`config.mk`:
```
export PLATFORM = sky130hd
export DESIGN_NAME = binary_counter_n_updown
export DESIGN_NICKNAME = d
export VERILOG_FILES = /design/src/rtl/binary_counter_n_updown.sv
export SDC_FILE = /design/constraint.sdc
export NUM_CORES = 1
export LEC_CHECK = 0
export ABC_AREA = 1
export BUFFER_PORTS_ARGS = -buffer_cell sky130_fd_sc_hd__buf_2
export CORE_AREA = 2 2 39 41
export DETAILED_ROUTE_END_ITERATION = 7
export DIE_AREA = 0 0 41 43
export HOLD_SLACK_MARGIN = 0.02
export PLACE_DENSITY = 0.53
export SETUP_SLACK_MARGIN = 0.15
export SLEW_MARGIN = 20
export SYNTH_ARGS = -nofsm -noshare
export SYNTH_HDL_FRONTEND = slang
export SYNTH_SLANG_ARGS = --single-unit
```
`constraint.sdc`:
```
create_clock -name i_clk -period 2.14 [get_ports i_clk]
set_input_delay 0.428 -clock i_clk [delete_from_list [all_inputs] [get_ports i_clk]]
set_output_delay 0.428 -clock i_clk [all_outputs]
set_load 0.1 [all_outputs]
```
`src/rtl/binary_counter_n_updown.sv`:
```
// WIDTH-bit modulo-MOD up/down counter with load clamp, cascade carry/borrow and sticky wrap flag.
// Define BINCNT_SATURATE_EN to hold at the terminal value instead of wrapping.
module binary_counter_n_updown #(
   parameter int unsigned WIDTH = 4,
   parameter int unsigned MOD   = 16
) (
   input  logic             i_clk,
   input  logic             i_clr,
   input  logic             i_count,
   input  logic             i_load,
   input  logic             i_up,
   input  logic [WIDTH-1:0] i_in,
   input  logic             i_ack,
   output logic [WIDTH-1:0] o_a,
   output logic             o_co,
   output logic             o_flag
);

   localparam logic [WIDTH-1:0] MaxVal = WIDTH'(MOD - 1);

   logic [WIDTH-1:0] r_a;
   logic             r_flag;

   logic [WIDTH-1:0] w_term;
   logic             w_at_term;
   logic             w_co;
   logic [WIDTH-1:0] w_load_val;
   logic [WIDTH-1:0] w_step;
   logic [WIDTH-1:0] w_wrap_val;
   logic [WIDTH-1:0] w_a_next;
   logic             w_flag_next;

   always_comb begin
      w_term    = i_up ? MaxVal : '0;
      w_at_term = (r_a == w_term);
      w_co      = i_count & ~i_load & ~i_clr & w_at_term;
   end

   // Out-of-range load values clamp to the top of the count range.
   assign w_load_val = (32'(i_in) < MOD) ? i_in : MaxVal;
   assign w_step     = i_up ? (r_a + WIDTH'(1)) : (r_a - WIDTH'(1));

`ifdef BINCNT_SATURATE_EN
   assign w_wrap_val = r_a;
`else
   assign w_wrap_val = i_up ? '0 : MaxVal;
`endif

   always_comb begin
      w_a_next = r_a;
      if (i_load) begin
         w_a_next = w_load_val;
      end else if (i_count) begin
         w_a_next = w_at_term ? w_wrap_val : w_step;
      end
   end

   // A terminal event on the same edge as Ack keeps the flag set.
   always_comb begin
      w_flag_next = r_flag;
      if (w_co) begin
         w_flag_next = 1'b1;
      end else if (i_ack) begin
         w_flag_next = 1'b0;
      end
   end

   always_ff @(posedge i_clk) begin
      if (i_clr) begin
         r_a    <= '0;
         r_flag <= 1'b0;
      end else begin
         r_a    <= w_a_next;
         r_flag <= w_flag_next;
      end
   end

   assign o_a    = r_a;
   assign o_co   = w_co;
   assign o_flag = r_flag;

endmodule
```
# Word-level counts from Yosys, hierarchy flattened
# Index checks and enable logic that the tools add are counted.
[op_classes]
addsub = 2
n_eq_ne = 1
n_mux = 8
bitwise = 5
reduce_logical = 2
[op_table]
columns = ["op", "count"]
rows = [
  ["$mux W4", 6],
  ["$add A4 B1 Y4 const B", 1],
  ["$eq A4 B4 Y1", 1],
  ["$reduce_bool A2 Y1", 2],
  ["$sub A4 B1 Y4 const B", 1],
  ["$and A1 B1 Y1", 3],
  ["$mux W1", 2],
  ["$not A1 Y1", 2],
]
[totals]
reg_bits = 5
word_cells = 20

# Longest topological paths before layout
# Gate-level depths: netlist of the first run.
[depth]
word_depth = 5
depth_mapped = 11
ltp_nobuf = 11

# Worst setup path before layout of the first run
# No wires, ideal clock.
[synth_timing]
path_kind = "register to output"
startpoint = "register r_a[2] (netlist: o_a[2])"
endpoint = "output o_co"
t_arrival_ps = 2156
required_time_ps = 1712
slack_ps = -444
stages_incl_launch_ff = 6
path_buffers = 0
path_cell_list = "dfxtp_1 ha_1 nand2_1 nor2_2 nand3_1 inv_1"
[synth_via]
elab_chain_cells = 2
[synth_lines]
columns = ["element", "line", "text"]
rows = [
  ["start: declaration", "21", "logic [WIDTH-1:0] r_a;"],
  ["start signal: assignment", "73", "r_a <= w_a_next;"],
  ["$eq A4 B4 Y1", "35", "w_at_term = (r_a == w_term);"],
  ["$and A1 B1 Y1", "36", "w_co = i_count & ~i_load & ~i_clr & w_at_term;"],
  ["end: declaration", "15", "output logic o_co,"],
]
# No other way between the ends.

# Final worst setup path of the first run
[layout_timing]
startpoint = "input i_up"
endpoint = "output o_co"
[layout_via]
elab_chain_cells = 3
[layout_lines]
columns = ["element", "line", "text"]
rows = [
  ["start: declaration", "11", "input logic i_up,"],
  ["$mux W4", "34", "w_term = i_up ? MaxVal : '0;"],
  ["$eq A4 B4 Y1", "35", ""],
  ["$and A1 B1 Y1", "36", ""],
]
# No other way between the ends.

==> results of run 1 <==
cell type report:
class	instances	share of cell area, %
Timing Repair Buffer	15	15.65
Sequential cell	5	19.13
Multi-Input combinational cell	50	50.22
Tap cell	16	3.478
Inverter	9	6.957
Clock buffer	4	4.565
worst min-delay path by stage:
| stage | from | to | slack (ps) | depth (start not counted) |
|---|---|---|---|---|
| CTS | i_clr | o_a[2]$_SDFFE_PP0P_ | 390 | 2 |
| global placement | o_flag$_SDFFE_PP0P_ | o_flag$_SDFFE_PP0P_ | 480 | 2 |
| floorplan | i_clr | o_a[1]$_SDFFE_PP0P_ | 490 | 1 |
| global route | i_clr | o_a[1]$_SDFFE_PP0P_ | 400 | 2 |
| detailed placement | o_flag$_SDFFE_PP0P_ | o_flag$_SDFFE_PP0P_ | 470 | 2 |
| finish | i_clr | o_a[1]$_SDFFE_PP0P_ | 390 | 2 |
report_power, final:
part           total, W  switching (W)  internal [W]
logic          0.000147       0.000103     0.0000449
clock network  0.000105      0.0000343     0.0000702
registers      0.000113      0.0000112      0.000101
worst max-delay path: cells and delay by family:
| family | cells | cell delay, ps |
|---|---|---|
| and+or+nand+nor | 3 | 310 |
| buffers and inverters | 4 | 450 |
| adders and majority gates | 1 | 280 |
cell families (layout without fill, tap and decap cells):
kind of cell	Yosys count	after routing	share of synthesized area, %
buf+inv	9	28	8.598
compound gates	7	7	11.15
simple gates	38	38	38.85
xor+xnor	2	2	4.459
flops	5	5	25.48
fa+ha+maj	3	3	11.46
layer usage:
layer / GRT usage [%] / vias to the layer above / wire length (µm)
met3: 3.141 / 2 / 38
met4: 10.00 / 0 / 8
met2: 16.25 / 10 / 410
met5: 0 / - / 0
met1: 16.67 / 186 / 406
li1: - / 244 / -
layout by cell type (no fill, tap or decap), drive strengths merged:
| cell type | count |
|---|---|
| nand2 | 26 |
| a22oi | 3 |
| dfxtp | 5 |
| o21ai | 1 |
| nand3 | 4 |
| xor2 | 2 |
| fa | 1 |
| clkinvlp | 1 |
| buf | 15 |
| o22ai | 1 |
| ha | 2 |
| nor2 | 8 |
| a21oi | 2 |
| inv | 8 |
| clkbuf | 4 |
flip-flops by register name, summed over array words and instances (netlist names):
| signal | cells |
|---|---|
| o_a | 4 |
| o_flag | 1 |
repair_timing:
item                       4_1_cts  5_1_grt
hold buffers                     0        0
pin swaps                        0        1
gates resized for setup          1        2
setup endpoints to repair        1        1
metrics by stage:
| step | hold WS, ps | utilization, % | power (W) | area [µm²] | setup WS (ps) |
|---|---|---|---|---|---|
| finish | 390.8 | 41.59 | 0.0003645 | 575.6 | 222.6 |
| global route | 396.6 | 41.59 | 0.0003967 | 575.6 | 156.5 |
| CTS | 385.7 | 40.51 | 0.0003680 | 560.5 | 168.2 |
| detailed placement | 467.7 | 38.25 | 0.0002587 | 529.3 | 132.8 |
| global placement | 484.6 | 38.25 | 0.0002576 | 529.3 | 150.9 |
| floorplan | 487.4 | - | 0.0002267 | 419.2 | 186.1 |
==> run summary, run 1 <==
The run finished with clean final reports. Setup repair after global routing left no endpoint under its margin. The power per unit of standard cell area is 633.3 mW/mm².

Slowest cell on the critical path: sky130_fd_sc_hd__ha_4. The synthesized design contains 0 enable-type register cells. The cell type with the highest aggregate area in the netlist was sky130_fd_sc_hd__dfxtp_1. TritonCTS built the clock tree. Initial standard-cell utilization of the core: 28.39%.

Number of standard-cell rows in the floorplan: 14. The time the worst path needs with I/O delays and setup is 1917 ps. The post-synth net total is 77. The final non-filler cell total was 99; the cell depth of the worst flop-to-flop path was 7. In the final layout, the share of cells above drive strength 1 is 34.94%. STA classifies the critical path startpoint as an input pin.

The worst register-to-register path has a setup slack of 840 ps. The max capacitance violation total was 0; the final cycle utilization of the critical path was 89.60%. CTS placed an instance of sky130_fd_sc_hd__clkbuf_4 at the clock tree root. In the synthesized netlist the dominant register cell turns out to be sky130_fd_sc_hd__dfxtp_1.

Clock-pin slew was measured on the worst setup and hold paths at 40 ps. For the number of max-slew violations in the final report, the log shows 0. At the pin with the least slew margin, the transition time is 484.1 ps.

The most critical setup path has its startpoint at i_up. The total of warnings raised by yosys is 0. sky130_fd_sc_hd__nand2_1 is the most common cell in the netlist. Summed over all nets, the half-perimeter wirelength after detailed placement is 721.8 µm. Using the TritonRoute via totals, the vias-per-cell ratio works out to 4.465. The run gives 1469 µm as the global-route wire length before repair.

The detail route stage leaves a number of antenna-violating nets equal to 0. Maximum single-stage delay on the critical path: 280 ps. Counting the buffers created by CTS gives 3. The async set or reset register ratio after synthesis was 0%.

The commonest cells after synthesis are 26 x sky130_fd_sc_hd__nand2_1, 8 x sky130_fd_sc_hd__inv_1, 6 x sky130_fd_sc_hd__nor2_1, 5 x sky130_fd_sc_hd__dfxtp_1, 4 x sky130_fd_sc_hd__nand3_1. The tools report the largest net degree at the start of global routing as 8. The path type of the worst min-delay path is input pin to register. Counting tap cells, the placed design contains a total of 95 instances.

Type of the worst setup path: input pin to primary output. The initial antenna violation count came out at 0. The tools report the capture point of the worst reg-to-reg path as o_a[1]$_SDFFE_PP0P_.

The cell area after synthesis was 392.9 µm²; the final count of hold timing violations was 0. In this run the worst setup path terminates at o_co. The flip-flop and latch area is 110.1 µm², and the largest fanout on the critical path is 6. From left edge to right edge, the die measures 41 µm.

The tools report the area of the multi-input gates as 289.0 µm². At the worst endpoint, the arrival time is 1490 ps. The count of unique library cells instantiated by Yosys is 14, and the core outline area is 0.001384 mm². After synthesis the netlist holds a flip-flop and latch count of 5. The number of fill cells in the layout is 159, and the overall track demand over capacity in global routing is 12.54%.

The sequential area share after synthesis is 25.48%, and the post-synthesis area per instance is 6.139 µm². The logs give 16 for the number of top-level pins and 2 for the number of buffers between clock root and the deepest sink. The net count reported at finish came out at 97.

The tools report the maximum operating frequency as 521.5 MHz. The clock arrives with 2.967 ps of skew. Buffers placed on the I/O ports in this run total 15. The number of design-rule violations left by the first detailed-router iteration was 4.

The critical path data required time was 1710 ps; the cell leakage power was 0.3005 nW. At the end of routability-driven placement, the weighted congestion stood at 0.6819. The clock sink count is 5. The reg-to-reg critical path startpoint was o_a[2]$_SDFFE_PP0P_. The cell count after synthesis came out at 64. Of the post-synthesis cell area, the dominant cell type holds 25.48%. The first TritonRoute pass finished after 3 iterations. Post-CTS setup repair buffer count: 0. The clock latency of the later-clocked register in the worst-skew pair is 230 ps. Endpoint class of the critical path: a primary output. After global routing the overflow that remains totals 0.

IR analysis of the VDD net gives a maximum drop of 0.3402 mV. The signal on the critical path passes through buf_2 > inv_4 > ha_4 > nand2_1 > nor2_2 > nand3_2 > clkinvlp_4 > buf_12. Summing over every cut layer, the via total after detailed routing is 442. The routed wire length per instance was 8.727 µm. By area the synthesized netlist is led by sky130_fd_sc_hd__dfxtp_1 25%, sky130_fd_sc_hd__nand2_1 25%, sky130_fd_sc_hd__inv_1 7.6%. The number of setup violations in the final report is 0.

The depth of the CTS H-tree was 1. The overall die area is 0.001763 mm². Summed over all failing endpoints, the final setup total negative slack is 0 ps.

The detailed-route wire length is 864 µm. The floorplan step set the die height to 43 µm. The number of global-route vias before repair is 378. From synthesis to final layout, the design area changed by 46.50%. In the routed design, unresolved DRC markers number 0.

The count of antenna diodes in the layout was 0; the tightest slew margin relative to the limit was 67.95%.
Note: power is estimated with default switching activity, not from simulation.
==> run 2: changes to the inputs <==
- CELL_PAD_IN_SITES_DETAIL_PLACEMENT: unset -> 0
- CELL_PAD_IN_SITES_GLOBAL_PLACEMENT: unset -> 1
- PLACE_DENSITY: 0.53 -> 0.75
==> run 2 against run 1 <==
Clock-buffer cell count stayed put; maximum frequency increased by 1.4%; worst setup slack improved by 27 ps; final cell count did not move; sequential cell count is the same; critical path depth unchanged; largest cell class unchanged; largest power group unchanged.
==> run summary, run 2 (synthesis gave the netlist of run 1 again) <==
The flow ran to the end, and the final reports show no timing, DRC or antenna violations. The flip-flop count of the largest register after layout is 4 (unchanged), and the depth of the CTS H-tree is 1 (unchanged). The power per unit of standard cell area is 653.3 mW/mm² (+3.1%). The type of the worst setup path is input pin to primary output.

The run gives 0 (unchanged) as the count of antenna diodes in the layout. In the layout the commonest cells are 25 x sky130_fd_sc_hd__nand2_1, 14 x sky130_fd_sc_hd__buf_2, 7 x sky130_fd_sc_hd__inv_1, 6 x sky130_fd_sc_hd__nor2_1. The tools report the overall track demand over capacity in global routing as 13.48% (+0.94 points). Initial standard-cell utilization of the core: 28.39% (unchanged). The path type of the worst min-delay path was input pin to register. The cell leakage power is 0.3020 nW (+0.52%).

The run gives 67.66% (-0.29 points) as the tightest slew margin relative to the limit. Capture point of the worst reg-to-reg path: o_a[2]$_SDFFE_PP0P_. The number of design-rule violations left by the first detailed-router iteration was 5 (+1).

The overall die area was 0.001763 mm² (unchanged); the number of DRC violations after detailed routing was 0 (unchanged). Final design utilization: 41.23% (-0.36 points). The flip-flop and latch area was 110.1 µm² (unchanged). The number of global-route vias before repair came out at 390 (+3.2%).

For the placed wire-length estimate, the log shows 732.1 µm (+1.4%). The tools report the post-CTS setup repair buffer count as 0 (unchanged). The overall power consumption is 0.0003727 W (+2.3%).

The number of setup violations in the final report came out at 0 (unchanged). The number of fill cells in the layout is 157 (-1.3%), and the number of max-slew violations in the final report is 0 (unchanged). The worst setup path is captured at a primary output. The reg2reg setup slack is 840 ps (about the same). The routability congestion estimate was 0.6517 (-4.4%); the total number of vias was 448 (+1.4%). The maximum single-stage delay on the critical path was 310 ps (+30 ps); the total clock buffers created by CTS was 3 (unchanged). The logs give 5 (unchanged) for the clock sink count and 0 ps (unchanged) for the sum of negative setup slack.

On the critical path the largest part of the delay comes from buffers and inverters. Setup repair after global routing left no endpoint under its margin. Core outline area: 0.001384 mm² (unchanged). The time the worst path needs with I/O delays and setup was 1890 ps (-27.02 ps). The final instance area is 570.5 µm² (-0.87%), and the area growth from synthesis to layout is 45.22%. The cell depth of the worst flop-to-flop path works out to 7 (unchanged).

TritonCTS built the clock tree. The fraction of layout instances using a drive strength above 1 came out at 34.94% (unchanged). The signal on the critical path passes through buf_2 > inv_4 > ha_1 > nand2_2 > nor2_4 > nand3_2 > clkinvlp_4 > buf_12.

The net count reported at finish is 97 (unchanged). The clock transition at the register clock pins on the worst setup and hold paths after CTS is 40 ps (about the same). For the initial antenna violation count, the log shows 0 (unchanged).

Among all stages on the critical path, the largest delay is contributed by sky130_fd_sc_hd__ha_1. The die extent in y was 43 µm (unchanged). The average vias per placed instance was 4.525 (+1.4%). CTS placed an instance of sky130_fd_sc_hd__clkbuf_4 at the clock tree root. Post-placement worst setup slack: 134.6 ps (+1.805 ps). Startpoint of the worst setup timing path: i_up. The final cycle utilization of the critical path works out to 88.33% (-1.3 points). Count of input and output buffers: 15 (unchanged). In this run the worst setup path terminates at o_co. The run gives 8 (unchanged) as the largest net degree at the start of global routing. The area of the multi-input gates is 284.0 µm² (-1.7%).

For the total iterations of the first detailed-routing run, the log shows 2 (-1). Reg-to-reg critical path startpoint: o_a[1]$_SDFFE_PP0P_. The number of routed nets with antenna violations came out at 0 (unchanged).

The number of top-level pins is 16 (unchanged). For the placed instance area, the log shows 529.3 µm² (unchanged). The global-route wire length before repair was 1531 µm (+4.2%); the max capacitance violation total was 0 (unchanged). The run gives 14 (unchanged) as the number of standard-cell rows in the floorplan. The final count of hold timing violations was 0 (unchanged).

The clock skew is 3.685 ps (+0.7178 ps). For the final setup slack of the worst path, the log shows 249.6 ps (+27.02 ps). The critical path data required time is 1710 ps (about the same). The detailed-route wire length was 914 µm (+5.8%); the depth of the critical timing path with buffers and inverters included was 8 (unchanged). The sum of buffers and inverters on the critical path came out at 4 (unchanged). The aggregate global routing overflow is 0 (unchanged), and the slew of the pin with the lowest slew margin is 488.5 ps (+4.437 ps). For the data arrival at the endpoint of the critical path, the log shows 1460 ps (-30 ps). The run gives 529.0 MHz (+1.4%) as the maximum operating frequency. The worst setup path is launched from an input pin. The most common cell after layout, fill and taps aside was sky130_fd_sc_hd__nand2_1. For the worst-case vdd ir drop, the log shows 0.3295 mV (-3.1%). The horizontal die dimension is 41 µm (unchanged), and the routed wire length per instance is 9.232 µm (+5.8%). The largest fanout on the critical path came out at 6 (unchanged). The clock latency of the later-clocked register in the worst-skew pair is 250 ps (+20 ps), and the number of buffers between clock root and the deepest sink is 2 (unchanged).
[run 2: cell count changes in the layout (fill, tap and decap cells not counted)]
| cell | delta |
|---|---|
| sky130_fd_sc_hd__ha_1 | +1 |
| sky130_fd_sc_hd__ha_4 | -1 |
| sky130_fd_sc_hd__nand2_1 | -1 |
| sky130_fd_sc_hd__nand2_2 | +1 |
| sky130_fd_sc_hd__nor2_2 | -1 |
| sky130_fd_sc_hd__nor2_4 | +1 |
[run 2: routing by layer]
layer	vias to the layer above	wire (µm)	track usage, %	part of all wire [%]
met1	192	432	15.86	47
met2	13	410	19.06	45
met5	-	0	0	0
met3	5	30	1.571	3.3
met4	0	41	14.00	4.5
li1	238	-	-	-
[run 2: where the power goes]
part | internal [W] | switching, W | total [W]
combinational | 0.0000449 | 0.000105 | 0.000150
clock | 0.0000706 | 0.0000398 | 0.000110
sequential | 0.000101 | 0.0000110 | 0.000112
total | 0.000217 | 0.000156 | 0.000373
[run 2: final cells by class]
type	instances	share of cell area [%]
Clock buffer	4	4.605
Inverter	9	7.018
Multi-Input combinational cell	50	49.78
Sequential cell	5	19.30
Tap cell	16	3.509
Timing Repair Buffer	15	15.79
[run 2: worst min path at each step]
stage	startpoint	to	slack [ps]	cells past startpoint
final	i_clr	o_a[1]$_SDFFE_PP0P_	380	2
after global routing	i_clr	o_a[1]$_SDFFE_PP0P_	380	2
after CTS	i_clr	o_a[1]$_SDFFE_PP0P_	370	2
after detailed placement	o_flag$_SDFFE_PP0P_	o_flag$_SDFFE_PP0P_	470	2
after global placement	o_flag$_SDFFE_PP0P_	o_flag$_SDFFE_PP0P_	470	2
after floorplan	i_clr	o_a[1]$_SDFFE_PP0P_	490	1
[run 2: what timing repair did]
item | in CTS | in global routing
gates resized for setup | 1 | 3
hold buffers | 0 | 0
pin swaps | 0 | 2
setup endpoints to repair | 1 | 1
[run 2: per-stage QoR]
stage	hold WS, ps	cells
global route	377.9	99
global placement	471.8	95
finish	377.4	99
floorplan	487.4	64
detailed placement	471.3	95
CTS	365.9	99
==> run 3: changes to the inputs <==
- CORE_AREA: 2 2 39 41 -> unset
- CORE_MARGIN: unset -> 1
- CORE_UTILIZATION: unset -> 29
- DIE_AREA: 0 0 41 43 -> unset
- PLACE_DENSITY: 0.75 -> 0.74
- clock period: 2.14 -> 1.77 ns (I/O delays scaled with it)
==> run 3 against run 2 <==
Register-to-register slack lost 420 ps; routed wire length is 7.1% higher; non-clock buffer count up 6; global-route usage rose by 2.1 points; worst hold slack got worse by 67 ps; clock skew fell by 2.2 ps; critical path type is now register to primary output; critical endpoint unchanged; highest routed layer unchanged.
==> run summary, run 3 (synthesis gave the netlist of run 1 again) <==
The run finished with clean final reports. The number of hold buffers added after cts is 0 (unchanged). The worst-case vdd ir drop was 0.3921 mV (+19%); the average vias per placed instance was 4.515 (-0.24%). The number of instances on the worst hold path works out to 2 (unchanged).

The logs give 1524 µm (-0.46%) for the global-route wire length before repair and 465 (+3.8%) for the total number of vias. The worst setup path is of the register to primary output kind. The horizontal die dimension is 38.81 µm (-5.4%), and the number of max-slew violations in the final report is 0 (unchanged).

The number of DRC violations after detailed routing was 0 (unchanged); the overall die area was 0.001506 mm² (-15%). The slowest cell on the critical path was sky130_fd_sc_hd__dfxtp_4. The net count reported at finish was 103 (+6.2%); the initial antenna violation count was 0 (unchanged). Final count of hold timing violations: 0 (unchanged). The number of routed nets with antenna violations was 0 (unchanged); the critical path data required time was 1420 ps (-290 ps).

The routability congestion estimate is 0.6554 (+0.57%). The run gives 4 (+2) as the total iterations of the first detailed-routing run. The tools report the endpoint class of the critical path as a primary output. The area of the multi-input gates is 301.5 µm² (+6.2%), and the max capacitance violation total is 0 (unchanged). Setup repair after global routing could not meet its margin everywhere. The worst hold path terminates at o_a[2]$_SDFFE_PP0P_. The sum of buffers and inverters on the critical path is 2 (-2). Routed wire length per instance: 9.505 µm (+3.0%). In this run the clock root is driven by a sky130_fd_sc_hd__clkbuf_4. Derived from the worst setup path, the maximum achievable clock frequency is 578.2 MHz. TritonCTS built the clock tree. Clock latency of the later-clocked register in the worst-skew pair: 240 ps (about the same).

Final non-filler cell total: 103 (+4.0%). Kind of cell with the highest combined delay on the critical path: flip-flops. The number of setup violations in the final report was 0 (unchanged); the count of input and output buffers was 15 (unchanged).

The hold slack was 310.8 ps (-66.64 ps). The post-placement cell count came out at 97 (+2.1%). The tightest slew margin relative to the limit was 67.97% (+0.32 points); the reg2reg setup slack was 420 ps (-420 ps).

The final cycle utilization of the critical path is 97.71%. The run gives 16 (unchanged) as the number of top-level pins. The largest net degree at the start of global routing came out at 8 (unchanged). The most common cell after layout, fill and taps aside was sky130_fd_sc_hd__nand2_1. For the post-placement worst setup slack, the log shows 31.09 ps (-103.5 ps).

Number of design-rule violations left by the first detailed-router iteration: 4 (-1). The largest fanout on the critical path was 3 (-3). The final setup slack of the worst path is 40.58 ps (-209.1 ps), and the aggregate global routing overflow is 0 (unchanged). The slew of the pin with the lowest slew margin was 483.7 ps (-4.808 ps). The power per unit of standard cell area was 739.1 mW/mm² (+13%). The logs give 0 (unchanged) for the count of antenna diodes in the layout and 1.479 ps (-2.205 ps) for the clock skew.

The number of global-route vias before repair came out at 396 (+1.5%). The run gives 0.3361 nW (+11%) as the cell leakage power. For the initial standard-cell utilization of the core, the log shows 33.12% (+4.7 points). The tools report the core outline area as 0.001186 mm² (-14%). The tools report the number of buffers between clock root and the deepest sink as 2 (unchanged). The cell depth of the worst flop-to-flop path is 7 (unchanged), and the overall track demand over capacity in global routing is 15.57% (+2.1 points). The clock transition at the register clock pins on the worst setup and hold paths after CTS was 40 ps (about the same); the number of standard-cell rows in the floorplan was 12 (-2).

The die extent in y works out to 38.81 µm (-9.8%). STA classifies the critical path startpoint as a register. The detailed-route wire length was 979 µm (+7.1%). For the depth of the CTS H-tree, the log shows 1 (unchanged). Path type of the worst min-delay path: input pin to register.

The reg-to-reg critical path startpoint was o_a[1]$_SDFFE_PP0P_. The worst register-to-register path ends at o_a[2]$_SDFFE_PP0P_. For the clock sink count, the log shows 5 (unchanged). Walking the worst path, the cells encountered are ha_4 > nand2_4 > nor2_4 > nand3_2 > clkinvlp_4 > buf_12.

The flip-flop count of the largest register after layout was 4 (unchanged); the time the worst path needs with I/O delays and setup was 1729 ps. Startpoint of the lowest-slack hold path: i_clr. Area growth from synthesis to layout: 61.15%. The tools report the number of fill cells in the layout as 123 (-22%). The top cell types in the final layout, fill and taps aside, are 25 x sky130_fd_sc_hd__nand2_1, 14 x sky130_fd_sc_hd__buf_2, 7 x sky130_fd_sc_hd__inv_1, 6 x sky130_fd_sc_hd__nor2_1, 6 x sky130_fd_sc_hd__buf_4. The flip-flop and latch area is 115.1 µm² (+4.5%). Total clock buffers created by CTS: 3 (unchanged).

The data arrival at the endpoint of the critical path came out at 1380 ps (-80 ps). The fraction of layout instances using a drive strength above 1 was 40.45% (+5.5 points). The placed wire-length estimate is 828.2 µm (+13%), and the maximum single-stage delay on the critical path is 350 ps (+40 ps).
## run 3: cell count changes in the layout (fill, tap and decap cells not counted), sizes merged
cell / change
buf: +6
## run 3: area by class of cell
type | instances | area share (%)
clock buffers | 4 | 4.150
inverters | 9 | 5.929
multi-input cells | 50 | 47.63
flip-flops and latches | 5 | 18.18
well taps | 14 | 2.767
repair buffers | 21 | 21.34
## run 3: worst max path at each step
stage | start | endpoint | cells past startpoint
2_1_floorplan | o_a[1]$_SDFFE_PP0P_ | o_co | 5
3_3_place_gp | i_up | o_co | 8
3_5_place_dp | i_up | o_co | 8
4_1_cts | o_a[2]$_SDFFE_PP0P_ | o_co | 6
5_1_grt | o_a[1]$_SDFFE_PP0P_ | o_co | 6
6_report | o_a[2]$_SDFFE_PP0P_ | o_co | 6
## run 3: report_power, final
| group | switching [W] | internal, W |
|---|---|---|
| registers | 0.0000127 | 0.000122 |
| logic | 0.000136 | 0.0000700 |
| clock network | 0.0000429 | 0.0000850 |
## run 3: per-stage QoR
stage | TNS (ps) | power (W) | area [µm²] | utilization [%]
floorplan | 0 | 0.0002801 | 444.2 | -
global placement | 0 | 0.0003266 | 581.8 | 49.05
global route | -17.03 | 0.0004990 | 633.1 | 53.38
detailed placement | 0 | 0.0003298 | 581.8 | 49.05
CTS | 0 | 0.0004740 | 633.1 | 53.38
finish | 0 | 0.0004680 | 633.1 | 53.38
## run 3: repair_timing
item                       in CTS  in global routing
gates resized for setup         2                  0
setup buffers                   2                  0
setup endpoints to repair       1                  1
pin swaps                       1                  0
## run 3: layer usage
layer	up-vias	track usage [%]	part of all wire (%)
li1	256	-	-
met1	197	18.18	47
met2	10	25.00	49
met4	0	10.34	0.41
met3	2	3.468	2.6
met5	-	0	0
